## src/rtl/ram_operand_seq_if.sv

```systemverilog
// RAM-side bus of the operand sequencer: one outstanding request, completed by mem_ack.
interface ram_operand_seq_if;
    logic        mem_req;
    logic        mem_we;
    logic [3:0]  mem_addr;
    logic [31:0] mem_wdata;
    logic [31:0] mem_rdata;
    logic        mem_ack;

    modport master (
        output mem_req, mem_we, mem_addr, mem_wdata,
        input  mem_rdata, mem_ack
    );

    modport slave (
        input  mem_req, mem_we, mem_addr, mem_wdata,
        output mem_rdata, mem_ack
    );
endinterface

```

## src/rtl/ram_operand_seq.sv

```systemverilog
// Fetches RAM-resident source operands and writes back a RAM-resident destination, holding the
// pipeline meanwhile. Define ACK_TIMEOUT_EN to abort requests left unacknowledged for TIMEOUT_CYC.
module ram_operand_seq #(
    parameter int unsigned TIMEOUT_CYC = 16
) (
    input  logic                    CLK,
    input  logic                    RESET,
    input  logic                    start_i,
    input  logic [4:0]              rs1_i,
    input  logic [4:0]              rs2_i,
    input  logic [4:0]              rd_i,
    input  logic                    use_rs1_i,
    input  logic                    use_rs2_i,
    input  logic                    rd_we_i,
    input  logic [31:0]             wdata_i,
    ram_operand_seq_if.master       mem_io,
    output logic                    stall_o,
    output logic [31:0]             op1_o,
    output logic [31:0]             op2_o,
    output logic                    op_valid_o,
    output logic                    err_o
);

    typedef enum logic [2:0] {StIdle, StRdRs1, StRdRs2, StWrRd, StDone} state_e;

    state_e      state_q, state_d;
    logic [3:0]  rs1_addr_q, rs2_addr_q, rd_addr_q;
    logic        need_rs2_q, need_wr_q;
    logic [31:0] wdata_q;
    logic [31:0] op1_q, op1_d, op2_q, op2_d;
    logic        accept;

    // First access still outstanding, in fixed RS1 -> RS2 -> RD order.
    function automatic state_e next_access(input logic n1, input logic n2, input logic nw);
        if (n1)      return StRdRs1;
        else if (n2) return StRdRs2;
        else if (nw) return StWrRd;
        else         return StDone;
    endfunction

    assign accept = (state_q == StIdle) && start_i;

`ifdef ACK_TIMEOUT_EN
    localparam int unsigned CntW = $clog2(TIMEOUT_CYC + 1);
    logic [CntW-1:0] cnt_q, cnt_d;
    logic            err_q, err_d;
    logic            timeout;

    assign timeout = (cnt_q == CntW'(TIMEOUT_CYC - 1)) && !mem_io.mem_ack;
    assign err_o   = err_q;
`else
    logic unused_timeout;
    assign unused_timeout = ^TIMEOUT_CYC;
    assign err_o          = 1'b0;
`endif

    always_comb begin
        state_d          = state_q;
        op1_d            = op1_q;
        op2_d            = op2_q;
        mem_io.mem_req   = 1'b0;
        mem_io.mem_we    = 1'b0;
        mem_io.mem_addr  = 4'h0;
        mem_io.mem_wdata = 32'h0;
        op_valid_o       = 1'b0;
`ifdef ACK_TIMEOUT_EN
        err_d            = err_q;
        cnt_d            = '0;
`endif
        unique case (state_q)
            StIdle: begin
                if (start_i) begin
                    state_d = next_access(use_rs1_i & rs1_i[4], use_rs2_i & rs2_i[4],
                                          rd_we_i & rd_i[4]);
                    op1_d   = 32'h0;
                    op2_d   = 32'h0;
`ifdef ACK_TIMEOUT_EN
                    err_d   = 1'b0;
`endif
                end
            end
            StRdRs1, StRdRs2: begin
                mem_io.mem_req  = 1'b1;
                mem_io.mem_addr = (state_q == StRdRs1) ? rs1_addr_q : rs2_addr_q;
                if (mem_io.mem_ack) begin
                    if (state_q == StRdRs1) begin
                        op1_d   = mem_io.mem_rdata;
                        state_d = next_access(1'b0, need_rs2_q, need_wr_q);
                    end else begin
                        op2_d   = mem_io.mem_rdata;
                        state_d = next_access(1'b0, 1'b0, need_wr_q);
                    end
                end
`ifdef ACK_TIMEOUT_EN
                else if (timeout) begin
                    state_d = StIdle;
                    err_d   = 1'b1;
                end else begin
                    cnt_d   = cnt_q + CntW'(1);
                end
`endif
            end
            StWrRd: begin
                mem_io.mem_req   = 1'b1;
                mem_io.mem_we    = 1'b1;
                mem_io.mem_addr  = rd_addr_q;
                mem_io.mem_wdata = wdata_q;
                if (mem_io.mem_ack) begin
                    state_d = StDone;
                end
`ifdef ACK_TIMEOUT_EN
                else if (timeout) begin
                    state_d = StIdle;
                    err_d   = 1'b1;
                end else begin
                    cnt_d   = cnt_q + CntW'(1);
                end
`endif
            end
            StDone: begin
                op_valid_o = 1'b1;
                state_d    = StIdle;
            end
            default: state_d = StIdle;
        endcase
    end

    assign stall_o = (state_q != StIdle);
    assign op1_o   = op1_q;
    assign op2_o   = op2_q;

    always_ff @(posedge CLK or posedge RESET) begin
        if (RESET) begin
            state_q <= StIdle;
            op1_q   <= 32'h0;
            op2_q   <= 32'h0;
        end else begin
            state_q <= state_d;
            op1_q   <= op1_d;
            op2_q   <= op2_d;
        end
    end

    // Instruction fields are captured only when a start is accepted.
    always_ff @(posedge CLK or posedge RESET) begin
        if (RESET) begin
            rs1_addr_q <= 4'h0;
            rs2_addr_q <= 4'h0;
            rd_addr_q  <= 4'h0;
            need_rs2_q <= 1'b0;
            need_wr_q  <= 1'b0;
            wdata_q    <= 32'h0;
        end else if (accept) begin
            rs1_addr_q <= rs1_i[3:0];
            rs2_addr_q <= rs2_i[3:0];
            rd_addr_q  <= rd_i[3:0];
            need_rs2_q <= use_rs2_i & rs2_i[4];
            need_wr_q  <= rd_we_i & rd_i[4];
            wdata_q    <= wdata_i;
        end
    end

`ifdef ACK_TIMEOUT_EN
    always_ff @(posedge CLK or posedge RESET) begin
        if (RESET) begin
            cnt_q <= '0;
            err_q <= 1'b0;
        end else begin
            cnt_q <= cnt_d;
            err_q <= err_d;
        end
    end
`endif

endmodule

```

## src/flat_wrapper.sv

```systemverilog
// flat-port wrapper written by rule: the top's interface ports become plain ports
module ram_operand_seq_flat 
#(
    parameter int unsigned TIMEOUT_CYC = 16
)
  (CLK, RESET, start_i, rs1_i, rs2_i, rd_i, use_rs1_i, use_rs2_i, rd_we_i, wdata_i, stall_o, op1_o, op2_o, op_valid_o, err_o, mem_io_mem_req, mem_io_mem_we, mem_io_mem_addr, mem_io_mem_wdata, mem_io_mem_rdata, mem_io_mem_ack);
  ram_operand_seq_if mem_io_i ();
  input  logic CLK;
  input  logic RESET;
  input  logic start_i;
  input  logic [4:0] rs1_i;
  input  logic [4:0] rs2_i;
  input  logic [4:0] rd_i;
  input  logic use_rs1_i;
  input  logic use_rs2_i;
  input  logic rd_we_i;
  input  logic [31:0] wdata_i;
  output logic stall_o;
  output logic [31:0] op1_o;
  output logic [31:0] op2_o;
  output logic op_valid_o;
  output logic err_o;
  output wire logic [$bits(mem_io_i.mem_req)-1:0] mem_io_mem_req;
  output wire logic [$bits(mem_io_i.mem_we)-1:0] mem_io_mem_we;
  output wire logic [$bits(mem_io_i.mem_addr)-1:0] mem_io_mem_addr;
  output wire logic [$bits(mem_io_i.mem_wdata)-1:0] mem_io_mem_wdata;
  input wire logic [$bits(mem_io_i.mem_rdata)-1:0] mem_io_mem_rdata;
  input wire logic [$bits(mem_io_i.mem_ack)-1:0] mem_io_mem_ack;
  assign mem_io_mem_req = mem_io_i.mem_req;
  assign mem_io_mem_we = mem_io_i.mem_we;
  assign mem_io_mem_addr = mem_io_i.mem_addr;
  assign mem_io_mem_wdata = mem_io_i.mem_wdata;
  assign mem_io_i.mem_rdata = mem_io_mem_rdata;
  assign mem_io_i.mem_ack = mem_io_mem_ack;
  ram_operand_seq #(.TIMEOUT_CYC(TIMEOUT_CYC)) u_core (.CLK(CLK), .RESET(RESET), .start_i(start_i), .rs1_i(rs1_i), .rs2_i(rs2_i), .rd_i(rd_i), .use_rs1_i(use_rs1_i), .use_rs2_i(use_rs2_i), .rd_we_i(rd_we_i), .wdata_i(wdata_i), .mem_io(mem_io_i), .stall_o(stall_o), .op1_o(op1_o), .op2_o(op2_o), .op_valid_o(op_valid_o), .err_o(err_o));
endmodule
```

## config.mk

```make
export PLATFORM = sky130hd
export DESIGN_NAME = ram_operand_seq_flat
export DESIGN_NICKNAME = d
export VERILOG_FILES = /design/src/rtl/ram_operand_seq_if.sv /design/src/rtl/ram_operand_seq.sv /design/src/flat_wrapper.sv
export SDC_FILE = /design/constraint.sdc
export NUM_CORES = 1
export LEC_CHECK = 0
export BUFFER_PORTS_ARGS = -buffer_cell sky130_fd_sc_hd__buf_2
export CAP_MARGIN = 20
export CORE_MARGIN = 2
export CORE_UTILIZATION = 30
export CTS_BUF_LIST = sky130_fd_sc_hd__clkbuf_4 sky130_fd_sc_hd__clkbuf_8
export CTS_CLUSTER_SIZE = 8
export DETAILED_ROUTE_END_ITERATION = 8
export PLACE_DENSITY = 0.6
export SLEW_MARGIN = 20
export SYNTH_ARGS = -nofsm -noshare
export SYNTH_HDL_FRONTEND = slang
export SYNTH_SLANG_ARGS = --single-unit
```

## constraint.sdc

```tcl
create_clock -name CLK -period 5 [get_ports CLK]
set_input_delay 0.5 -clock CLK [delete_from_list [all_inputs] [get_ports CLK]]
set_output_delay 0.5 -clock CLK [all_outputs]
set_load 0.005 [all_outputs]
```

# Word-level counts from Yosys, hierarchy flattened
# Index checks and enable logic that the tools add are counted.
dict set report word_totals {
  output_inout_bits 105
  reg_bits 113
}
dict set report op_classes {
  eq_ne 9
  n_reduce_logical 9
  bitwise_logic 3
  muxes 23
}
# operator n
set ops {}
lappend ops {{$mux 32} 6}
lappend ops {{$pmux 32 s2} 2}
lappend ops {{$mux 3} 9}
lappend ops {{$pmux 3 s3} 1}
lappend ops {{$ne 2x2->1 const B} 4}
lappend ops {{$pmux 4 s2} 1}
lappend ops {{$reduce_and 4->1} 2}
lappend ops {{$eq 3x2->1 const B} 2}
lappend ops {{$mux 4} 1}
lappend ops {{$and 1x1->1} 3}
lappend ops {{$eq 3x1->1 const B} 1}
lappend ops {{$eq 3x3->1 const B} 1}
lappend ops {{$logic_not 3->1} 1}
lappend ops {{$mux 1} 3}
lappend ops {{$reduce_and 3->1} 1}
lappend ops {{$reduce_bool 3->1} 1}
lappend ops {{$reduce_or 3->1} 1}
lappend ops {{$ne 2x1->1 const B} 1}
lappend ops {{$reduce_bool 2->1} 1}
lappend ops {{$reduce_or 2->1} 1}
lappend ops {{$logic_and 1x1->1} 1}

# Longest topological paths before layout
dict set report depth {
  ltp_word 6
  depth_mapped 6
  depth_no_buf 3
}

# Least setup slack after synthesis
# OpenSTA, ideal clock, no wires.
dict set report synth_path {
  path_kind {register to output}
  startpoint {register u_core.state_q[1]}
  endpoint {output mem_io_mem_addr[0]}
  arrival_time_ps 1290
  setup_slack_ps 3210
  path_stages_with_launch 6
  path_cell_list {dfrtp_1 -> buf_2 -> buf_2 -> mux2_2 -> a22oi_1 -> nor2_1}
}
dict set report synth_via {
  elab_chain_len 3
  elab_cells_between_ends 6
}
# element line_no
set synth_rtl {}
lappend synth_rtl {{start: declaration} ram_operand_seq.sv:26} ;# state_e state_q, state_d;
lappend synth_rtl {{start signal: assignment} ram_operand_seq.sv:134} ;# state_q <= StIdle;
lappend synth_rtl {{start signal: assignment} ram_operand_seq.sv:138} ;# state_q <= state_d;
lappend synth_rtl {{$eq 3x1->1 / $eq 3x2->1 (equally long branches)} -}
lappend synth_rtl {{$mux 4 / $reduce_or 2->1 (equally long branches)} {ram_operand_seq.sv:84, ram_operand_seq.sv:70}}
lappend synth_rtl {{$pmux 4 s2 *} ram_operand_seq.sv:70} ;# unique case (state_q)
lappend synth_rtl {{end: declaration} flat_wrapper.sv:25} ;# output wire logic [$bits(mem_io_i.mem_addr)-1:0] mem_io_mem_addr;
# Every way passes the cells marked *; elsewhere a longest branch is shown, timed or not.

# Worst setup path in the final report
dict set report layout_path {
  startpoint {register u_core.state_q[1]}
  endpoint {output mem_io_mem_wdata[26]}
}
dict set report layout_via {
  elab_chain_len 2
}
# element line_no
set layout_rtl {}
lappend layout_rtl {{$eq 3x2->1} ram_operand_seq.sv:70}
lappend layout_rtl {{$mux 32} ram_operand_seq.sv:70}
lappend layout_rtl {{end: declaration} flat_wrapper.sv:26} ;# output wire logic [$bits(mem_io_i.mem_wdata)-1:0] mem_io_mem_wdata;
# Every way passes these cells.

==> metrics.md <==
| Metric | Value |
|---|---|
| Post-Route WL | 11,700 µm |
| Critical path peak fanout | 33 |
| LEAKAGE | 3.330 nW |
| R2R Path End | u_core.op1_o[14] |
| Top FF cell, synth | dfrtp_1 |
| Setup ws final | 2354 ps |
| Outcome | complete, no violations |
| Maximum vdd drop | 0.2514 mV |
| Total grt overflow | 0 |
| First-pass GRT wire length | about 19,000 µm |
| Routed Antenna Nets | 0 |
| Antenna violations before repair | 0 |
| CP required | 4500 ps |
| Post-synth top area share | 55.98% |
| Crit. End Element | output pin |
| # diodes | 0 |
| Fmax | 0.3780 GHz |
| Vias in the first global route | 3,724 |
| Synthesis-stage register bit count | approximately 110 |
| DP Wirelength | 8023 µm |
| R2R cell count | 3 |
| Top-count cell post-synth | dfrtp_1 |
| Hold crit path type | input pin to asynchronous set/reset pin |
| Setup bufs post-CTS | 0 |
| Largest cells by area after synthesis | dfrtp_1 56%, mux2_2 15%, mux2_1 9.6%, nor3b_1 4.9%, and2_1 4.2% |
| GPL Wtd Cong | about 0.71 |
| # hold bufs at CTS | 0 |
| Clock Tree Buf Depth | 2 |
| Mean Syn Cell Area | roughly 14 µm² |
| Row cnt | 47 |
| Max-slew violation count | 0 |
| CTS buffer count | 17 |
| Worst slew pin tran | 1060 ps |
| Synth cell count leaders | 113 x dfrtp_1, 67 x mux2_2, 43 x mux2_1 |
| Nets@finish | between 600 and 700 |
| Synth cell types | 37 |
| RSZ-0062 raised after global routing | no |
| Ys async rst share | 100.0% |
| Fin. Hold Viols | 0 |
| Clk root buf | clkbuf_8 |
| Max-Cap Viols | 0 |
| Filler cells | approximately 1,600 |
| I/O Pins | 191 |
| Synth Instances | roughly 370 |
| Largest net degree at the start of global routing | between 60 and 70 |
| R2R Path Start | u_core.state_q[0] |
| Vias per inst | 4.494 |
| DRT Pass-1 Iters | 4 |
| # resized after CTS | 0 |
| Area of the multi-input gates | around 2000 µm² |
| Largest area contributor in the netlist | dfrtp_1 |
| Post-synth EDFFs | 0 |
| Routed len/inst | 14.90 µm |
| Class of the most critical setup path | flip-flop to output pin |
| Pwr Density | about 590 nW/µm² |
| R2R Setup Slk | 2630 ps |
| Die Y-Extent | 133.8 µm |
| Fin crit period | 2646 ps |
| Reg clk slew, reported paths | 70 ps |
| Initial Util | 30.57% |
| Crit start category | flip-flop |
| Layout cells sized above 1 | 52.92% |
| Tcrit/Tclk final | 52.91% |
| Sequential cell area fraction in the yosys report | 55.98% |
| Setup TNS | 0 ps |
| Area grow syn2layout | 29.01% |
| Setup Slack @ Placement | 2577 ps |
| Routed via count | 3,528 |
| Full die area | roughly 18,000 µm² |
| H-tree Lvls | 4 |
| Die Wd | 133.8 µm |
| CORE AREA | around 17,000 µm² |
| TritonCTS clock tree | yes |
| Seq. cell area | roughly 2800 µm² |
| Initial DRC Count | 92 |
| CTS sink cnt | 113 |
| Yosys warns | 0 |
| Setup violators final | 0 |
| Synthesized area | 5051 µm² |
| Gr usage total | 13.51% |
| # port buffers | 189 |
| Clk_lat worst skew | 410 ps |
| Residual DRC count | 0 |
| Slew HR | 29.05% |
| Clk_skew | 10.62 ps |
| Worst EP arrival | 2150 ps |
| Mapped Nets | 455 |
critical path, cell delays in order (launching register included):
cell	delay (ps)
dfrtp_1	880
nand2_1	110
nor2_1	110
buf_4	300
and2_1	190
buf_2	110
cells by family after synthesis:
group,synth area share [%]
AOI/OAI and AO/OA,2.923
DFF,55.98
xor gates and xnor gates,0.3221
buffers and inverters,3.691
muxes,25.32
and+or+nand+nor,11.69
other,0.07424
flip-flops by register name (all words and copies together) (netlist names):
| signal | cells |
|---|---|
| u_core.need_wr_q | 1 |
| u_core.state_q | 3 |
| u_core.rd_addr_q | 4 |
| u_core.op1_o | 32 |
| u_core.need_rs2_q | 1 |
| u_core.op2_o | 32 |
| u_core.wdata_q | 32 |
| u_core.rs1_addr_q | 4 |
| u_core.rs2_addr_q | 4 |
area by class of cell:
| class | count | area share, % |
|---|---|---|
| Sequential cell | 113 | 43.41 |
| Multi-Input combinational cell | 225 | 31.37 |
| Timing Repair Buffer | 194 | 15.09 |
| Tap cell | 220 | 4.224 |
| Clock buffer | 19 | 3.917 |
| Clock inverter | 11 | 1.767 |
| Inverter | 3 | 0.2112 |
routing by layer:
metal  part of all wire (%)  wire length (µm)  up-vias  track usage, %
li1                       -                 -     1665               -
met1                     43              5033     1722           16.10
met2                     49              5687      136           22.45
met3                    7.5               880        5           5.441
met4                   0.82                96        0           4.019
met5                      0                 0        -               0
worst max-delay path by stage:
stage | end | start | cells past startpoint | slack (ps)
floorplan | u_core.need_rs2_q | RESET | 1 | 1510
global placement | u_core.op1_o[16] | u_core.state_q[0] | 3 | 2620
detailed placement | u_core.op1_o[22] | u_core.state_q[0] | 3 | 2580
CTS | mem_io_mem_wdata[26] | u_core.state_q[1] | 5 | 2260
global route | mem_io_mem_addr[3] | u_core.state_q[1] | 4 | 2140
finish | mem_io_mem_wdata[26] | u_core.state_q[1] | 5 | 2350
report_power, final:
group | internal [W] | leakage (nW) | switching, W | total (W)
clock | 0.000452 | 0.195 | 0.000369 | 0.000821
combinational | 0.000775 | 1.71 | 0.000635 | 0.00141
sequential | 0.00132 | 1.43 | 0.000269 | 0.00159
per-stage QoR:
stage / hold WS (ps) / utilization (%) / cell area, µm² / cells / power, W
2_1_floorplan: 448.9 / - / 5051 / 369 / 0.002546
3_3_place_gp: 460.6 / 37.19 / 6146 / 755 / 0.002988
3_5_place_dp: 470.9 / 37.19 / 6146 / 755 / 0.003057
4_1_cts: 254.4 / 39.43 / 6516 / 785 / 0.003901
5_1_grt: 255.2 / 39.43 / 6516 / 785 / 0.004115
6_report: 234.9 / 39.43 / 6516 / 785 / 0.003818
cell usage in the layout, fill, tap and decap left out, types with 2 or more instances in the layout:
cell         n
dfrtp_1    112
nor2b_1      3
o21ai_0      2
buf_4        5
mux2_4       2
nor3b_1     33
bufinv_16    2
or3_1        2
clkinv_2     6
mux2_2      67
clkbuf_8    18
buf_2      189
mux2_1      43
and2_1      34
inv_1        2
o21bai_1     2
a22oi_1      4
nor2_1       9
nand2_1      3
a21oi_1      2
nand3_1      2
Power figures use the tool's default switching activity.
